--- src/rtl/drawing_sequencer_if.sv ---
// Request/status bundle between the input decoder (master) and the drawing sequencer (slave).
// Signal names match the sequencer's pin names so both sides read the same.
interface drawing_sequencer_if;
    logic       iMove;
    logic       iBtnL;
    logic       iBtnR;
    logic       iClear;
    logic       iDone;
    logic       iVsync;
    logic [2:0] oState;
    logic       oStart;
    logic       oBusy;
    logic [3:0] oPending;
    logic       oTimeout;
    logic       oFault;

    modport master (
        output iMove, iBtnL, iBtnR, iClear, iDone, iVsync,
        input  oState, oStart, oBusy, oPending, oTimeout, oFault
    );

    modport slave (
        input  iMove, iBtnL, iBtnR, iClear, iDone, iVsync,
        output oState, oStart, oBusy, oPending, oTimeout, oFault
    );
endinterface

--- src/rtl/drawing_sequencer.sv ---
// Arbitrates move/draw/erase/clear requests, buffers them while busy, and runs the
// MOVE -> WAIT -> CLEAN animation cycle with a per-state watchdog back to IDLE.
module drawing_sequencer #(
    parameter int WAIT_CYCLES    = 2,
    parameter int SYNC_MODE      = 0,
    parameter int TIMEOUT_CYCLES = 4096
) (
    input logic                iClk,
    input logic                iReset,
    drawing_sequencer_if.slave bus
);
    localparam int WAIT_W_RAW = $clog2(WAIT_CYCLES + 1);
    localparam int WAIT_W     = (WAIT_W_RAW < 1) ? 1 : WAIT_W_RAW;
    localparam int WD_W_RAW   = $clog2(TIMEOUT_CYCLES + 1);
    localparam int WD_W       = (WD_W_RAW < 1) ? 1 : WD_W_RAW;
    localparam bit WD_EN      = (TIMEOUT_CYCLES != 0);

    localparam logic [WAIT_W-1:0] WAIT_LAST = WAIT_W'(WAIT_CYCLES - 1);
    localparam logic [WD_W-1:0]   WD_LAST   = WD_W'((TIMEOUT_CYCLES == 0) ? 0 : TIMEOUT_CYCLES - 1);

    typedef enum logic [2:0] {
        ST_IDLE  = 3'd0,
        ST_MOVE  = 3'd1,
        ST_WAIT  = 3'd2,
        ST_CLEAN = 3'd3,
        ST_DRAW  = 3'd4,
        ST_ERASE = 3'd5,
        ST_CLEAR = 3'd6
    } state_e;

    state_e            state_q, state_d;
    logic [3:0]        pending_q, pending_d;
    logic [WAIT_W-1:0] wait_cnt_q, wait_cnt_d;
    logic [WD_W-1:0]   wd_cnt_q, wd_cnt_d;
    logic              vsync_q;
    logic              start_q, start_d;
    logic              timeout_q, timeout_d;
    logic              fault_q, fault_d;

    logic [3:0] live_req;
    logic [3:0] req;
    logic [3:0] grant;
    logic       done_ok;
    logic       vsync_rise;

    assign live_req   = {bus.iClear, bus.iBtnR, bus.iBtnL, bus.iMove};
    assign req        = pending_q | live_req;
    // start_q marks the first cycle of a task state, where completion is masked
    assign done_ok    = bus.iDone & ~start_q;
    assign vsync_rise = bus.iVsync & ~vsync_q;

    // Fixed priority: lowest index (move) wins
    assign grant[0] = req[0];
    generate
        for (genvar gi = 1; gi < 4; gi++) begin : g_grant
            assign grant[gi] = req[gi] & ~(|req[gi-1:0]);
        end
    endgenerate

    always_comb begin
        state_d    = state_q;
        pending_d  = pending_q | live_req;
        wait_cnt_d = '0;
        wd_cnt_d   = wd_cnt_q;
        start_d    = 1'b0;
        timeout_d  = 1'b0;
        fault_d    = fault_q;

        case (state_q)
            ST_IDLE: begin
                if (|req) begin
                    pending_d = req & ~grant;
                    if (grant[0])      state_d = ST_MOVE;
                    else if (grant[1]) state_d = ST_DRAW;
                    else if (grant[2]) state_d = ST_ERASE;
                    else               state_d = ST_CLEAR;
                end
            end
            ST_MOVE: begin
                if (done_ok) state_d = ST_WAIT;
            end
            ST_WAIT: begin
                if (SYNC_MODE != 0) begin
                    if (vsync_rise) state_d = ST_CLEAN;
                end else if (wait_cnt_q == WAIT_LAST) begin
                    state_d = ST_CLEAN;
                end else begin
                    wait_cnt_d = wait_cnt_q + 1'b1;
                end
            end
            ST_CLEAN, ST_DRAW, ST_ERASE, ST_CLEAR: begin
                if (done_ok) state_d = ST_IDLE;
            end
            default: state_d = ST_IDLE;
        endcase

        // Watchdog only fires when nothing else would move the state this cycle
        if (WD_EN && (state_q != ST_IDLE) && (state_d == state_q) && (wd_cnt_q == WD_LAST)) begin
            state_d   = ST_IDLE;
            timeout_d = 1'b1;
            fault_d   = 1'b1;
        end

        if (state_d != state_q) begin
            wd_cnt_d = '0;
        end else if (WD_EN && (state_q != ST_IDLE)) begin
            wd_cnt_d = wd_cnt_q + 1'b1;
        end

        start_d = (state_d != state_q) && (state_d != ST_IDLE) && (state_d != ST_WAIT);
    end

    always_ff @(posedge iClk) begin
        if (iReset) begin
            state_q    <= ST_IDLE;
            pending_q  <= '0;
            wait_cnt_q <= '0;
            wd_cnt_q   <= '0;
            vsync_q    <= 1'b0;
            start_q    <= 1'b0;
            timeout_q  <= 1'b0;
            fault_q    <= 1'b0;
        end else begin
            state_q    <= state_d;
            pending_q  <= pending_d;
            wait_cnt_q <= wait_cnt_d;
            wd_cnt_q   <= wd_cnt_d;
            vsync_q    <= bus.iVsync;
            start_q    <= start_d;
            timeout_q  <= timeout_d;
            fault_q    <= fault_d;
        end
    end

    assign bus.oState   = state_q;
    assign bus.oStart   = start_q;
    assign bus.oBusy    = (state_q != ST_IDLE);
    assign bus.oPending = pending_q;
    assign bus.oTimeout = timeout_q;
    assign bus.oFault   = fault_q;
endmodule
--- src/flat_wrapper.sv ---
// flat-port wrapper written by rule: the top's interface ports become plain ports
module drawing_sequencer_flat 
#(
    parameter int WAIT_CYCLES    = 2,
    parameter int SYNC_MODE      = 0,
    parameter int TIMEOUT_CYCLES = 4096
)
  (iClk, iReset, bus_iMove, bus_iBtnL, bus_iBtnR, bus_iClear, bus_iDone, bus_iVsync, bus_oState, bus_oStart, bus_oBusy, bus_oPending, bus_oTimeout, bus_oFault);
  drawing_sequencer_if bus_i ();
  input logic iClk;
  input logic iReset;
  input wire logic [$bits(bus_i.iMove)-1:0] bus_iMove;
  input wire logic [$bits(bus_i.iBtnL)-1:0] bus_iBtnL;
  input wire logic [$bits(bus_i.iBtnR)-1:0] bus_iBtnR;
  input wire logic [$bits(bus_i.iClear)-1:0] bus_iClear;
  input wire logic [$bits(bus_i.iDone)-1:0] bus_iDone;
  input wire logic [$bits(bus_i.iVsync)-1:0] bus_iVsync;
  output wire logic [$bits(bus_i.oState)-1:0] bus_oState;
  output wire logic [$bits(bus_i.oStart)-1:0] bus_oStart;
  output wire logic [$bits(bus_i.oBusy)-1:0] bus_oBusy;
  output wire logic [$bits(bus_i.oPending)-1:0] bus_oPending;
  output wire logic [$bits(bus_i.oTimeout)-1:0] bus_oTimeout;
  output wire logic [$bits(bus_i.oFault)-1:0] bus_oFault;
  assign bus_i.iMove = bus_iMove;
  assign bus_i.iBtnL = bus_iBtnL;
  assign bus_i.iBtnR = bus_iBtnR;
  assign bus_i.iClear = bus_iClear;
  assign bus_i.iDone = bus_iDone;
  assign bus_i.iVsync = bus_iVsync;
  assign bus_oState = bus_i.oState;
  assign bus_oStart = bus_i.oStart;
  assign bus_oBusy = bus_i.oBusy;
  assign bus_oPending = bus_i.oPending;
  assign bus_oTimeout = bus_i.oTimeout;
  assign bus_oFault = bus_i.oFault;
  drawing_sequencer #(.WAIT_CYCLES(WAIT_CYCLES), .SYNC_MODE(SYNC_MODE), .TIMEOUT_CYCLES(TIMEOUT_CYCLES)) u_core (.iClk(iClk), .iReset(iReset), .bus(bus_i));
endmodule
--- config.mk ---
export PLATFORM = sky130hd
export DESIGN_NAME = drawing_sequencer_flat
export DESIGN_NICKNAME = d
export VERILOG_FILES = /design/src/rtl/drawing_sequencer_if.sv /design/src/rtl/drawing_sequencer.sv /design/src/flat_wrapper.sv
export SDC_FILE = /design/constraint.sdc
export NUM_CORES = 1
export LEC_CHECK = 0
export ABC_AREA = 1
export CAP_MARGIN = 10
export CORE_UTILIZATION = 30
export DETAILED_ROUTE_END_ITERATION = 8
export PLACE_DENSITY = 0.57
export SLEW_MARGIN = 0
export SYNTH_ARGS = -nofsm -noshare
export SYNTH_HDL_FRONTEND = slang
export SYNTH_SLANG_ARGS = --single-unit
export TNS_END_PERCENT = 10
--- constraint.sdc ---
create_clock -name iClk -period 1.6 [get_ports iClk]
set_input_delay 0.32 -clock iClk [delete_from_list [all_inputs] [get_ports iClk]]
set_output_delay 0.32 -clock iClk [all_outputs]
set_load 0.05 [all_outputs]
# [Yosys cells after proc, flatten, opt, wreduce, memory -nomap -nowiden]
# Cells that the tools add are included.
[totals] word_cells=57 output_inout_bits=11 ff_bits=25
[op_classes] addsub=2 n_mux=12 reduce_logical=13 n_eq_ne=11 n_bitwise=12
[op_table] op="2-to-1 mux 3 bit" n=7
[op_table] op="adder 13 x 1 -> 13 bit (second input constant)" n=1
[op_table] op="== test 13 x 12 -> 1 bit (second input constant)" n=1
[op_table] op="one-hot mux 3 bit (4 select lines)" n=1
[op_table] op="== test 3 bit (second input constant)" n=3
[op_table] op="2-to-1 mux 4 bit" n=2
[op_table] op="OR reduction 4 bit" n=2
[op_table] op="== test 3 x 2 -> 1 bit (second input constant)" n=2
[op_table] op="nonzero test 3 bit" n=2
[op_table] op="OR reduction 3 bit" n=2
[op_table] op="inverter 1 bit" n=5
[op_table] op="AND 1 bit" n=4
[op_table] op="AND 4 bit" n=1
[op_table] op="logical AND 1 bit" n=4
[op_table] op="inverter 4 bit" n=1
[op_table] op="OR 4 bit" n=1
[op_table] op="OR reduction 2 bit" n=2
[op_table] op="== test 3 x 1 -> 1 bit (second input constant)" n=1
[op_table] op="== test 3 bit" n=1
[op_table] op="zero test 3 bit" n=1
[op_table] op="!= test 3 x 2 -> 1 bit (second input constant)" n=1
[op_table] op="!= test 3 bit" n=1
[op_table] op="adder 2 x 1 -> 2 bit (second input constant)" n=1
[op_table] op="== test 2 x 1 -> 1 bit (second input constant)" n=1
[op_table] op="other kinds (2)" n=2

# [Depth between registers and ports, before layout]
# Gate-level depths: netlist of the first run.
[depth] depth_word=16 depth_mapped=14 depth_no_buf=13

# [Least setup slack after synthesis of the first run]
# OpenSTA, ideal clock, no wires.
[synth_path] path_kind="reg2reg" start="reg u_core.state_q[2], in the netlist u_core.bus.oState[2]" end="reg u_core.wd_cnt_q[9]" path_buffers=2 stages_incl_launch_ff=12 required_time_ns=1.483 arrival_ns=2.003 path_slack_ns=-0.520 setup_ns=0.117 cell_sequence="dfxtp_1 -> buf_6 -> nor2_8 -> nand2_8 -> nand3_4 -> nor3_4 -> nand4_4 -> a21oi_1 -> nor2_2 -> nand3_2 -> buf_6 -> nor2_2"
[synth_rtl] element="start: declaration" line="drawing_sequencer.sv:31" source="state_e state_q, state_d;"
[synth_rtl] element="start signal: assignment" line="drawing_sequencer.sv:124" source="state_q <= state_d;"
[synth_rtl] element="nonzero test 3 bit (*)"
[synth_rtl] element="named net bus_oBusy" line="flat_wrapper.sv:20" source="output wire logic [$bits(bus_i.oBusy)-1:0] bus_oBusy;"
[synth_rtl] element="logical AND 1 bit (2 in series)" line="drawing_sequencer.sv:98" source="if (WD_EN && (state_q != ST_IDLE) && (state_d == state_q) && (wd_cnt_q == WD_LAST)) begin"
[synth_rtl] element="2-to-1 mux 3 bit" line="drawing_sequencer.sv:98"
[synth_rtl] element="!= test 3 bit" line="drawing_sequencer.sv:104" source="if (state_d != state_q) begin"
[synth_rtl] element="OR reduction 2 bit (no source line)"
[synth_rtl] element="end signal: assignment" line="drawing_sequencer.sv:127" source="wd_cnt_q <= wd_cnt_d;"
[synth_rtl] element="end: declaration" line="drawing_sequencer.sv:34" source="logic [WD_W-1:0] wd_cnt_q, wd_cnt_d;"
# The timed path passes the listed nets; every way through them passes the cells marked *.
# A chain may end at the register's enable or synchronous reset.

# [Worst setup path in the final report of the first run]
[layout_path] start="reg u_core.state_q[1], in the netlist u_core.bus.oState[1]" end="reg u_core.wd_cnt_q[2]"
[layout_via] elab_chain_cells=9
[layout_lines] element="== test 3 x 2 -> 1 bit or == test 3 bit (tied branches)" line="drawing_sequencer.sv:69" source="case (state_q)"
[layout_lines] element="OR reduction 4 bit" line="drawing_sequencer.sv:69"
[layout_lines] element="one-hot mux 3 bit (4 select lines)" line="drawing_sequencer.sv:69"
[layout_lines] element="== test 3 bit" line="drawing_sequencer.sv:98"
[layout_lines] element="logical AND 1 bit (2 in series)" line="drawing_sequencer.sv:98"
[layout_lines] element="2-to-1 mux 3 bit" line="drawing_sequencer.sv:98"
[layout_lines] element="!= test 3 bit" line="drawing_sequencer.sv:104"
[layout_lines] element="OR reduction 2 bit (no source line)"
# Parallel ways exist; a longest one is shown, timed or not.

==> impl_metrics.csv, run 1 <==
group,metric,value,unit
floorplanning,io_pins,19,
clock_network,insertion_delay,0.27,ns
global_routing,grt_first_pass_wirelength,5140,um
sta,rsz0062_at_grt,"yes",
detailed_routing,avgViaCountPerCell,4.54,
clock_network,clock_sinks,25,
finish,final_cell_count_no_fill,310,
synthesis,yosys-top-cells-count,"nand2_1 (30), inv_1 (29), nor2_1 (27)",
sta,finalMaxSlewViolations,0,
setup_path,worst_setup_path_start_kind,"flip-flop",
detailed_routing,ant_nets,0,
clock_network,cts_tree,"done",
sta,timing.final.crit_period,1.83,ns
clock_network,htreeDepth,1,
sta,skew,0.00535,ns
finish,drive_above_1_share,0.504,
global_routing,grt_antenna_before_repair,0,
setup_path,crit_fanout,6,
global_routing,grt_pass1_vias,1172,
power,powerDensity,1070,nW/um2
clock_network,clk_path_buf_depth,2,
detailed_routing,wl_per_cell,11.2,um
sta,max_freq,0.546,GHz
synthesis,synth.area.top_cells,"dfxtp_1 (35%), nand2_1 (8.0%), inv_1 (7.7%), nor2_1 (7.2%), nor2_2 (4.9%)",
setup_path,r2r-start,"u_core.bus.oState[1]",
synthesis,synth_top_area_share,0.355,
sta,setup_violations,15,
synthesis,async_flop_share,0,
sta,finalWorstSetupSlack,-0.233,ns
global_routing,grtUsageTotal,0.128,
synthesis,synth.most_common_cell,"nand2_1",
floorplanning,die_y,70.6,um
sta,worst_slew_pin_slew,0.261,ns
detailed_routing,num_vias,1408,
floorplanning,placementRows,24,
placed_design,gp_congestion,0.794,
synthesis,ys_ff_latch,25,
synthesis,syn_area_per_cell,7.66,um2
placed_design,dpl_worst_slack,-0.586,ns
finish,final_nets,269,
sta,slew_headroom,0.821,
setup_path,crit_start,"u_core.bus.oState[1]",
sta,fin_crit_sh,1.15,
run_status,status,"complete, but fails checks",
detailed_routing,dr.pass1.iters,4,
synthesis,synth_edf_count,0,
detailed_routing,routed_wl,3490,um
synthesis,syn-num-nets,194,
global_routing,grt-ovfl-total,0,
setup_path,path_class,"flip-flop to flip-flop",
clock_network,root_buffer,"clkbuf_8",
synthesis,synth_warnings,0,
detailed_routing,drt_iter0_markers,33,
run_status,violations,"negative setup slack",
job,cap_violations,0,
setup_path,worstPathRequired,1.82,ns
finish,regArea,515,um2
floorplanning,die_w,70.6,um
placed_design,place.detailed.hpwl,2210,um
power,peakVddDrop,0.499,mV
finish,diodes,0,
detailed_routing,drc,0,
worst_hold_path,hp-class,"flip-flop to flip-flop",
floorplanning,initial_core_util,0.317,
synthesis,ys_dominant_reg_cell,"dfxtp_1",
synthesis,synthesis.area,1410,um2
power,p_leak,0.00108,uW
clock_network,holdBufCountCts,0,
finish,multiInputGateArea,941,um2
floorplanning,core,4440,um2
placed_design,dp.cells,287,
synthesis,yosysSeqAreaShare,0.355,
synthesis,syn_inst,184,
finish,syn2layout_area_growth,67.2,%
clock_network,cts_buffers,3,
worst_hold_path,hold_start,"u_core.wait_cnt_q[0]",
global_routing,grt_max_degree,16,
placed_design,port_buffers,17,
finish,num-fill-cells,408,
synthesis,synth_top_area_cell,"dfxtp_1",
finish,post-route-util,0.530,
clock_network,clk_pin_slew_worst_paths,0.09,ns
setup_path,arrival,2.06,ns
synthesis,synth_cell_types,29,
sta,final-hold-violation-count,0,
setup_path,crit_path_end_kind,"flip-flop",
floorplanning,die_area,4980,um2
[power breakdown]
part	internal (uW)	switching [uW]
logic	643	739
clock network	178	216
registers	679	67.8
total	1500	1020
[logic make-up (layout without fill, tap and decap cells)]
| kind of cell | after synthesis | count (layout) | share of synthesized area |
|---|---|---|---|
| buffers and inverters | 34 | 108 | 0.108 |
| multiplexers | 1 | 1 | 0.00710 |
| AO/OA/AOI/OAI | 13 | 13 | 0.0524 |
| adder cells (fa/ha/maj) | 2 | 2 | 0.0177 |
| AND/OR/NAND/NOR | 99 | 99 | 0.398 |
| XOR/XNOR | 10 | 10 | 0.0621 |
| flip-flops | 25 | 25 | 0.355 |
[flip-flops by register name, summed over array words and instances (netlist names)]
name	flops
u_core.bus.oPending	4
u_core.wd_cnt_q	13
u_core.bus.oFault	1
u_core.bus.oStart	1
u_core.bus.oTimeout	1
u_core.bus.oState	3
u_core.wait_cnt_q	2
[cells in the final DEF, fill, tap and decap left out, types with 2 or more instances in the layout]
master	instances
buf_4	61
nor2_4	13
dfxtp_2	3
a21oi_1	4
clkdlybuf4s50_1	2
clkbuf_8	3
nand4_1	4
a21oi_2	3
dfxtp_1	19
nor2_8	2
inv_4	2
nand4_4	3
nand3_4	3
inv_1	27
nand3_1	7
dlymetal6s2s_1	4
xnor2_1	3
nor2_1	15
nor3_1	2
nor2_2	10
nand2_2	8
nand2_1	26
o21ai_1	2
inv_2	2
xor2_1	7
buf_12	6
dfxtp_4	3
[timing repair]
item / 4_1_cts / 5_1_grt
pin swaps: 5 / 21
resized for setup: 8 / 45
hold endpoints to repair: 0 / 0
endpoints found under the setup margin: 15 / 18
setup buffers: 2 / 16
cloned: 0 / 1
[metal layers]
| layer | global-route usage | wire [um] | part of all wire |
|---|---|---|---|
| met1 | 0.181 | 1540 | 0.44 |
| met2 | 0.204 | 1730 | 0.50 |
| met3 | 0.0128 | 160 | 0.046 |
| met4 | 0.0467 | 56 | 0.016 |
| met5 | 0 | 0 | 0 |
[worst max-delay path, cell delays in order (launching register included)]
cell       delay, ns
dfxtp_4         0.39
nor2_8          0.15
nand2_8         0.09
nor2_8          0.17
nand2_2         0.08
nand3_2         0.12
nand4_4         0.14
nand2_2         0.12
nand2_2         0.06
nand2_2         0.08
nand3_4         0.10
clkbuf_16       0.19
nor2_4          0.09
[per-stage QoR]
stage	total power, uW	instance area [um2]	setup TNS, ns	hold WS, ns
after floorplan	1390	1430	-2.80	0.398
after global placement	1800	1960	-8.78	0.408
after detailed placement	1800	1960	-9.12	0.417
after CTS	2250	2040	-2.35	0.430
after global routing	2650	2360	-4.33	0.442
final	2520	2360	-2.78	0.426
[cell type report]
class                      count  area share
clock inverter                 1     0.00265
sequential                    25       0.219
clock buffer                   3      0.0175
tap                           52      0.0276
multi-input combinational    125       0.399
inverter                      30      0.0488
timing repair buffer          74       0.286
[worst paths after layout]
kind	to	slack [ns]	depth (start not counted)
hold / removal	u_core.wait_cnt_q[0]	0.43	1
hold reg to reg	u_core.wait_cnt_q[0]	0.43	1
setup reg to reg	u_core.wd_cnt_q[2]	-0.23	12
setup / recovery	u_core.wd_cnt_q[2]	-0.23	12
Note: power is estimated with default switching activity, not from simulation.
==> run 2: changes to the inputs <==
RECOVER_POWER = 25   (was not set)
==> impl_metrics.csv, run 2 (same netlist as run 1, synthesis figures left out) <==
group,metric,value,unit
run_status,violations,"negative setup slack",
clock_network,cts_tree,"done",
sta,setup_violations,15,
global_routing,met1_usage,0.181,
finish,final_nets,269,
global_routing,met2_usage,0.204,
power,p_leak,0.00108,uW
clock_network,insertion_delay,0.27,ns
detailed_routing,dr.pass1.iters,4,
run_status,status,"complete, but fails checks",
setup_path,arrival,2.05,ns
job,cap_violations,0,
detailed_routing,ant_nets,0,
placed_design,gp_congestion,0.794,
detailed_routing,num_vias,1410,
finish,drive_above_1_share,0.500,
detailed_routing,drt_iter0_markers,33,
setup_path,crit_fanout,6,
power,pwr-share-clk,0.156,
global_routing,grt_first_pass_wirelength,5140,um
sta,timing.final.crit_period,1.83,ns
global_routing,grt_util_met3,0.0128,
power,pwr-share-comb,0.548,
detailed_routing,avgViaCountPerCell,4.55,
finish,final_cell_count_no_fill,310,
floorplanning,initial_core_util,0.317,
finish,final_cell_mix,"buf_4 (60), inv_1 (27), nand2_1 (26)",
sta,max_freq,0.547,GHz
finish,layout_commonest_cell,"buf_4",
detailed_routing,wl_per_cell,11.2,um
global_routing,grt_antenna_before_repair,0,
sta,fin_crit_sh,1.14,
floorplanning,die_w,70.6,um
power,p_sw_frac,0.405,
clock_network,cts_buffers,3,
detailed_routing,drc,0,
worst_hold_path,hp-class,"flip-flop to flip-flop",
clock_network,clk_pin_slew_worst_paths,0.09,ns
power,internal_power,1500,uW
clock_network,holdBufCountCts,0,
detailed_routing,routed_wl,3480,um
global_routing,grtUsageTotal,0.128,
clock_network,root_buffer,"clkbuf_8",
global_routing,top_usage_layer,"met2",
floorplanning,io_pins,19,
setup_path,worst_setup_path_start_kind,"flip-flop",
setup_path,path_class,"flip-flop to flip-flop",
power,powerDensity,1070,nW/um2
sta,finalWorstSetupSlack,-0.227,ns
global_routing,grt_pass1_vias,1172,
floorplanning,core,4440,um2
finish,largest_register_ffs,13,
setup_path,crit_top_cell,"nand2_2",
floorplanning,die_y,70.6,um
floorplanning,die_area,4980,um2
finish,regMostFlops,"u_core.wd_cnt_q",
power,p_seq_frac,0.296,
power,switchingPower,1020,uW
sta,timing.hold.ws,0.426,ns
finish,num-fill-cells,408,
global_routing,grt-ovfl-total,0,
finish,diodes,0,
sta,setup_tns,-2.73,ns
placed_design,dp.cells,287,
power,peakVddDrop,0.499,mV
placed_design,place.detailed.hpwl,2210,um
sta,skew,0.00373,ns
sta,finalMaxSlewViolations,0,
global_routing,grt_max_degree,16,
clock_network,htreeDepth,1,
clock_network,clock_sinks,25,
clock_network,clk_path_buf_depth,2,
sta,worst_slew_pin_slew,0.437,ns
sta,rsz0062_at_grt,"yes",
placed_design,port_buffers,17,
finish,syn2layout_area_growth,66.9,%
floorplanning,placementRows,24,
setup_path,crit_path_end_kind,"flip-flop",
setup_path,cp_cell_sequence,"ha_4 -> inv_2 -> nor2_4 -> nand3_4 -> nor3_4 -> nand4_4 -> nand2_2 -> nand2_2 -> nand2_2 -> nand3_4 -> clkbuf_16 -> nor2_4",
setup_path,worst_path_largest_cell_delay,0.37,ns
setup_path,worstPathRequired,1.82,ns
sta,slew_headroom,0.709,
sta,final-hold-violation-count,0,
setup_path,cp_slowest_cell,"dfxtp_2",
[run 2: cell types whose count changed in the layout (fill, tap and decap cells not counted), sizes merged]
cell / change
clkbuf: +1
buf: -1
[run 2: worst max-delay path, delay by kind of cell (launching register included)]
family,cells,cell delay [ns]
adder cells (fa/ha/maj),1,0.14
AND/OR/NAND/NOR,9,1.04
buffers and inverters,2,0.23
flip-flops,1,0.37
[run 2: power by group through the flow]
stage	Clock [uW]	Sequential [uW]	Combinational (uW)
2_1_floorplan	0	872	518
3_3_place_gp	0	762	1040
5_1_grt	428	755	1470
3_5_place_dp	0	760	1040
6_report	393	747	1380
4_1_cts	411	748	1090
[run 2: per-stage QoR]
step           worst slack [ns]  utilization  power (uW)  cell area, um2
4_1_cts                  -0.193        0.460        2250            2040
3_3_place_gp             -0.560        0.440        1800            1960
5_1_grt                  -0.335        0.530        2650            2350
3_5_place_dp             -0.586        0.440        1800            1960
2_1_floorplan            -0.251            -        1390            1430
6_report                 -0.227        0.530        2520            2350
[run 2: repair_timing]
item	CTS	global route
setup endpoints to repair	15	18
pin swaps	5	21
setup buffers	2	16
gates cloned	0	1
gates resized for setup	8	45
[run 2: area by class of cell]
class / count / area (um2) / area share
multi-input combinational: 125 / 941 / 0.400
timing repair buffer: 74 / 669 / 0.284
sequential: 25 / 515 / 0.219
inverter: 30 / 115 / 0.0489
tap: 52 / 65.1 / 0.0276
clock buffer: 3 / 41.3 / 0.0175
clock inverter: 1 / 6.26 / 0.00266
[run 2: routing by layer]
layer	vias up	routed length [um]
met4	0	38
met3	4	122
met5	-	0
met1	658	1550
li1	724	-
met2	24	1760
[run 2: worst paths after layout]
check / start / to / slack (ns) / cells after the start
worst max-delay path: u_core.wd_cnt_q[1] / u_core.wd_cnt_q[2] / -0.23 / 12
worst min-delay path: u_core.wait_cnt_q[0] / u_core.wait_cnt_q[0] / 0.43 / 1
worst max register to register: u_core.wd_cnt_q[1] / u_core.wd_cnt_q[2] / -0.23 / 12
worst min register to register: u_core.wait_cnt_q[0] / u_core.wait_cnt_q[0] / 0.43 / 1
==> run 3: changes to the inputs <==
PLACE_DENSITY = not set   (was 0.57)
PLACE_DENSITY_LB_ADDON = 0.15   (was not set)
SLEW_MARGIN = 20   (was 0)
==> impl_metrics.csv, run 3 (same netlist as run 1, synthesis figures left out) <==
group,metric,value,unit
finish,syn2layout_area_growth,66.7,%
placed_design,place_area,2040,um2
sta,final-hold-violation-count,0,
finish,diodes,0,
floorplanning,die_y,70.6,um
setup_path,worst_setup_path_start_kind,"flip-flop",
run_status,violations,"negative setup slack",
placed_design,place.detailed.hpwl,2370,um
clock_network,holdBufCountCts,0,
setup_path,arrival,2.00,ns
setup_path,worstPathRequired,1.81,ns
power,peakVddDrop,0.711,mV
placed_design,gp_congestion,0.867,
sta,timing.final.crit_period,1.79,ns
finish,drive_above_1_share,0.510,
finish,regMostFlops,"u_core.wd_cnt_q",
power,p_seq_frac,0.302,
setup_path,cp_slowest_cell,"dfxtp_4",
global_routing,grt_max_degree,14,
floorplanning,die_w,70.6,um
detailed_routing,avgViaCountPerCell,4.27,
power,p_leak,0.00106,uW
finish,fin_area,2350,um2
sta,fin_crit_sh,1.12,
power,p_sw_frac,0.399,
finish,num-fill-cells,440,
detailed_routing,dr.pass1.iters,4,
global_routing,grt-ovfl-total,0,
clock_network,htreeDepth,1,
finish,largest_register_ffs,13,
global_routing,grt_pass1_vias,1272,
clock_network,clock_sinks,25,
sta,skew,0.00204,ns
finish,layout_commonest_cell,"buf_4",
clock_network,cts_buffers,3,
setup_path,path_class,"flip-flop to flip-flop",
clock_network,clk_path_buf_depth,2,
floorplanning,io_pins,19,
floorplanning,placementRows,24,
setup_path,cp_cell_sequence,"buf_4 -> inv_1 -> buf_4 -> nand2_1 -> nand2_1 -> nand2_1 -> nand3_2 -> nand2_1 -> nor2_2 -> nand2_2 -> nor2_4 -> nand3_4 -> buf_12 -> nor2_2",
sta,worst_slew_pin_slew,0.594,ns
finish,final_nets,274,
global_routing,grt_first_pass_wirelength,5770,um
power,internal_power,1480,uW
floorplanning,die_area,4980,um2
power,switchingPower,987,uW
sta,setup_violations,17,
clock_network,cts_tree,"done",
clock_network,root_buffer,"clkbuf_8",
sta,slew_headroom,0.606,
power,power.total,2470,uW
floorplanning,initial_core_util,0.317,
clock_network,clk_pin_slew_worst_paths,0.09,ns
placed_design,dpl_worst_slack,-0.560,ns
detailed_routing,wl_per_cell,10.5,um
setup_path,crit_fanout,7,
sta,rsz0062_at_grt,"yes",
sta,finalMaxSlewViolations,0,
finish,regArea,517,um2
setup_path,crit_family,"simple AND/OR/NAND/NOR gates",
sta,timing.hold.ws,0.456,ns
worst_hold_path,hold_path_depth,5,
placed_design,port_buffers,17,
power,pwr-share-comb,0.542,
worst_hold_path,hp-class,"primary input to flip-flop",
setup_path,crit_top_cell,"nand2_1",
detailed_routing,ant_nets,0,
sta,max_freq,0.560,GHz
setup_path,cp_num_buf_inv,4,
finish,multiInputGateArea,903,um2
detailed_routing,drc,0,
global_routing,grt_antenna_before_repair,0,
power,pwr-share-clk,0.155,
clock_network,insertion_delay,0.27,ns
power,powerDensity,1050,nW/um2
run_status,status,"complete, but fails checks",
finish,post-route-util,0.529,
global_routing,grtUsageTotal,0.147,
setup_path,cp.depth,14,
detailed_routing,drt_iter0_markers,65,
job,cap_violations,0,
floorplanning,core,4440,um2
detailed_routing,num_vias,1344,
finish,final_cell_mix,"buf_4 (61), inv_1 (27), nand2_1 (26)",
sta,finalWorstSetupSlack,-0.185,ns
detailed_routing,routed_wl,3310,um
setup_path,crit_path_end_kind,"flip-flop",
setup_path,reg2reg_depth,14,
setup_path,worst_path_largest_cell_delay,0.40,ns
-- run 3: power groups by stage --
stage	Combinational (uW)	Sequential (uW)	Clock, uW
2_1_floorplan	518	872	0
3_3_place_gp	1100	760	0
3_5_place_dp	1100	759	0
4_1_cts	1280	748	406
5_1_grt	1440	754	439
6_report	1340	747	384
-- run 3: layer usage --
layer / track usage / part of all wire / vias up / wire length [um]
met3: 0.0342 / 0.029 / 2 / 95
met1: 0.203 / 0.49 / 602 / 1610
met5: 0 / 0 / - / 0
met2: 0.238 / 0.48 / 12 / 1580
li1: - / - / 728 / -
met4: 0.0267 / 0.0051 / 0 / 17
-- run 3: what timing repair did --
action                                  CTS  global route
cloned                                    1             0
hold endpoints to repair                  0             0
buffers inserted                          9             3
gates resized for setup                  29            18
endpoints found under the setup margin   19            19
pin swaps                                22            16
-- run 3: worst paths after layout --
check	from	slack [ns]	to
max	u_core.bus.oState[1]	-0.19	u_core.wd_cnt_q[1]
max reg2reg	u_core.bus.oState[1]	-0.19	u_core.wd_cnt_q[1]
min reg2reg	u_core.wait_cnt_q[0]	0.49	u_core.wait_cnt_q[0]
min	bus_iBtnL	0.46	u_core.bus.oPending[1]
-- run 3: area by class of cell --
| class | instances | share of cell area |
|---|---|---|
| Multi-Input combinational cell | 125 | 0.384 |
| Timing Repair Buffer | 79 | 0.300 |
| Sequential cell | 25 | 0.220 |
| Inverter | 30 | 0.0490 |
| Tap cell | 52 | 0.0277 |
| Clock buffer | 4 | 0.0192 |
-- run 3: per-stage QoR --
step	cells	setup TNS (ns)
2_1_floorplan	184	-2.80
3_3_place_gp	298	-9.13
3_5_place_dp	298	-8.96
4_1_cts	312	-3.38
5_1_grt	315	-4.67
6_report	315	-2.53
-- run 3: worst reg2reg max path, cell delays in order (launching register included) --
cell and delay (ns):
dfxtp_4 0.40, buf_4 0.15, inv_1 0.07, buf_4 0.10, nand2_1 0.05, nand2_1 0.07
nand2_1 0.08, nand3_2 0.08, nand2_1 0.07, nor2_2 0.10, nand2_2 0.07, nor2_4 0.14
nand3_4 0.12, buf_12 0.17, nor2_2 0.07
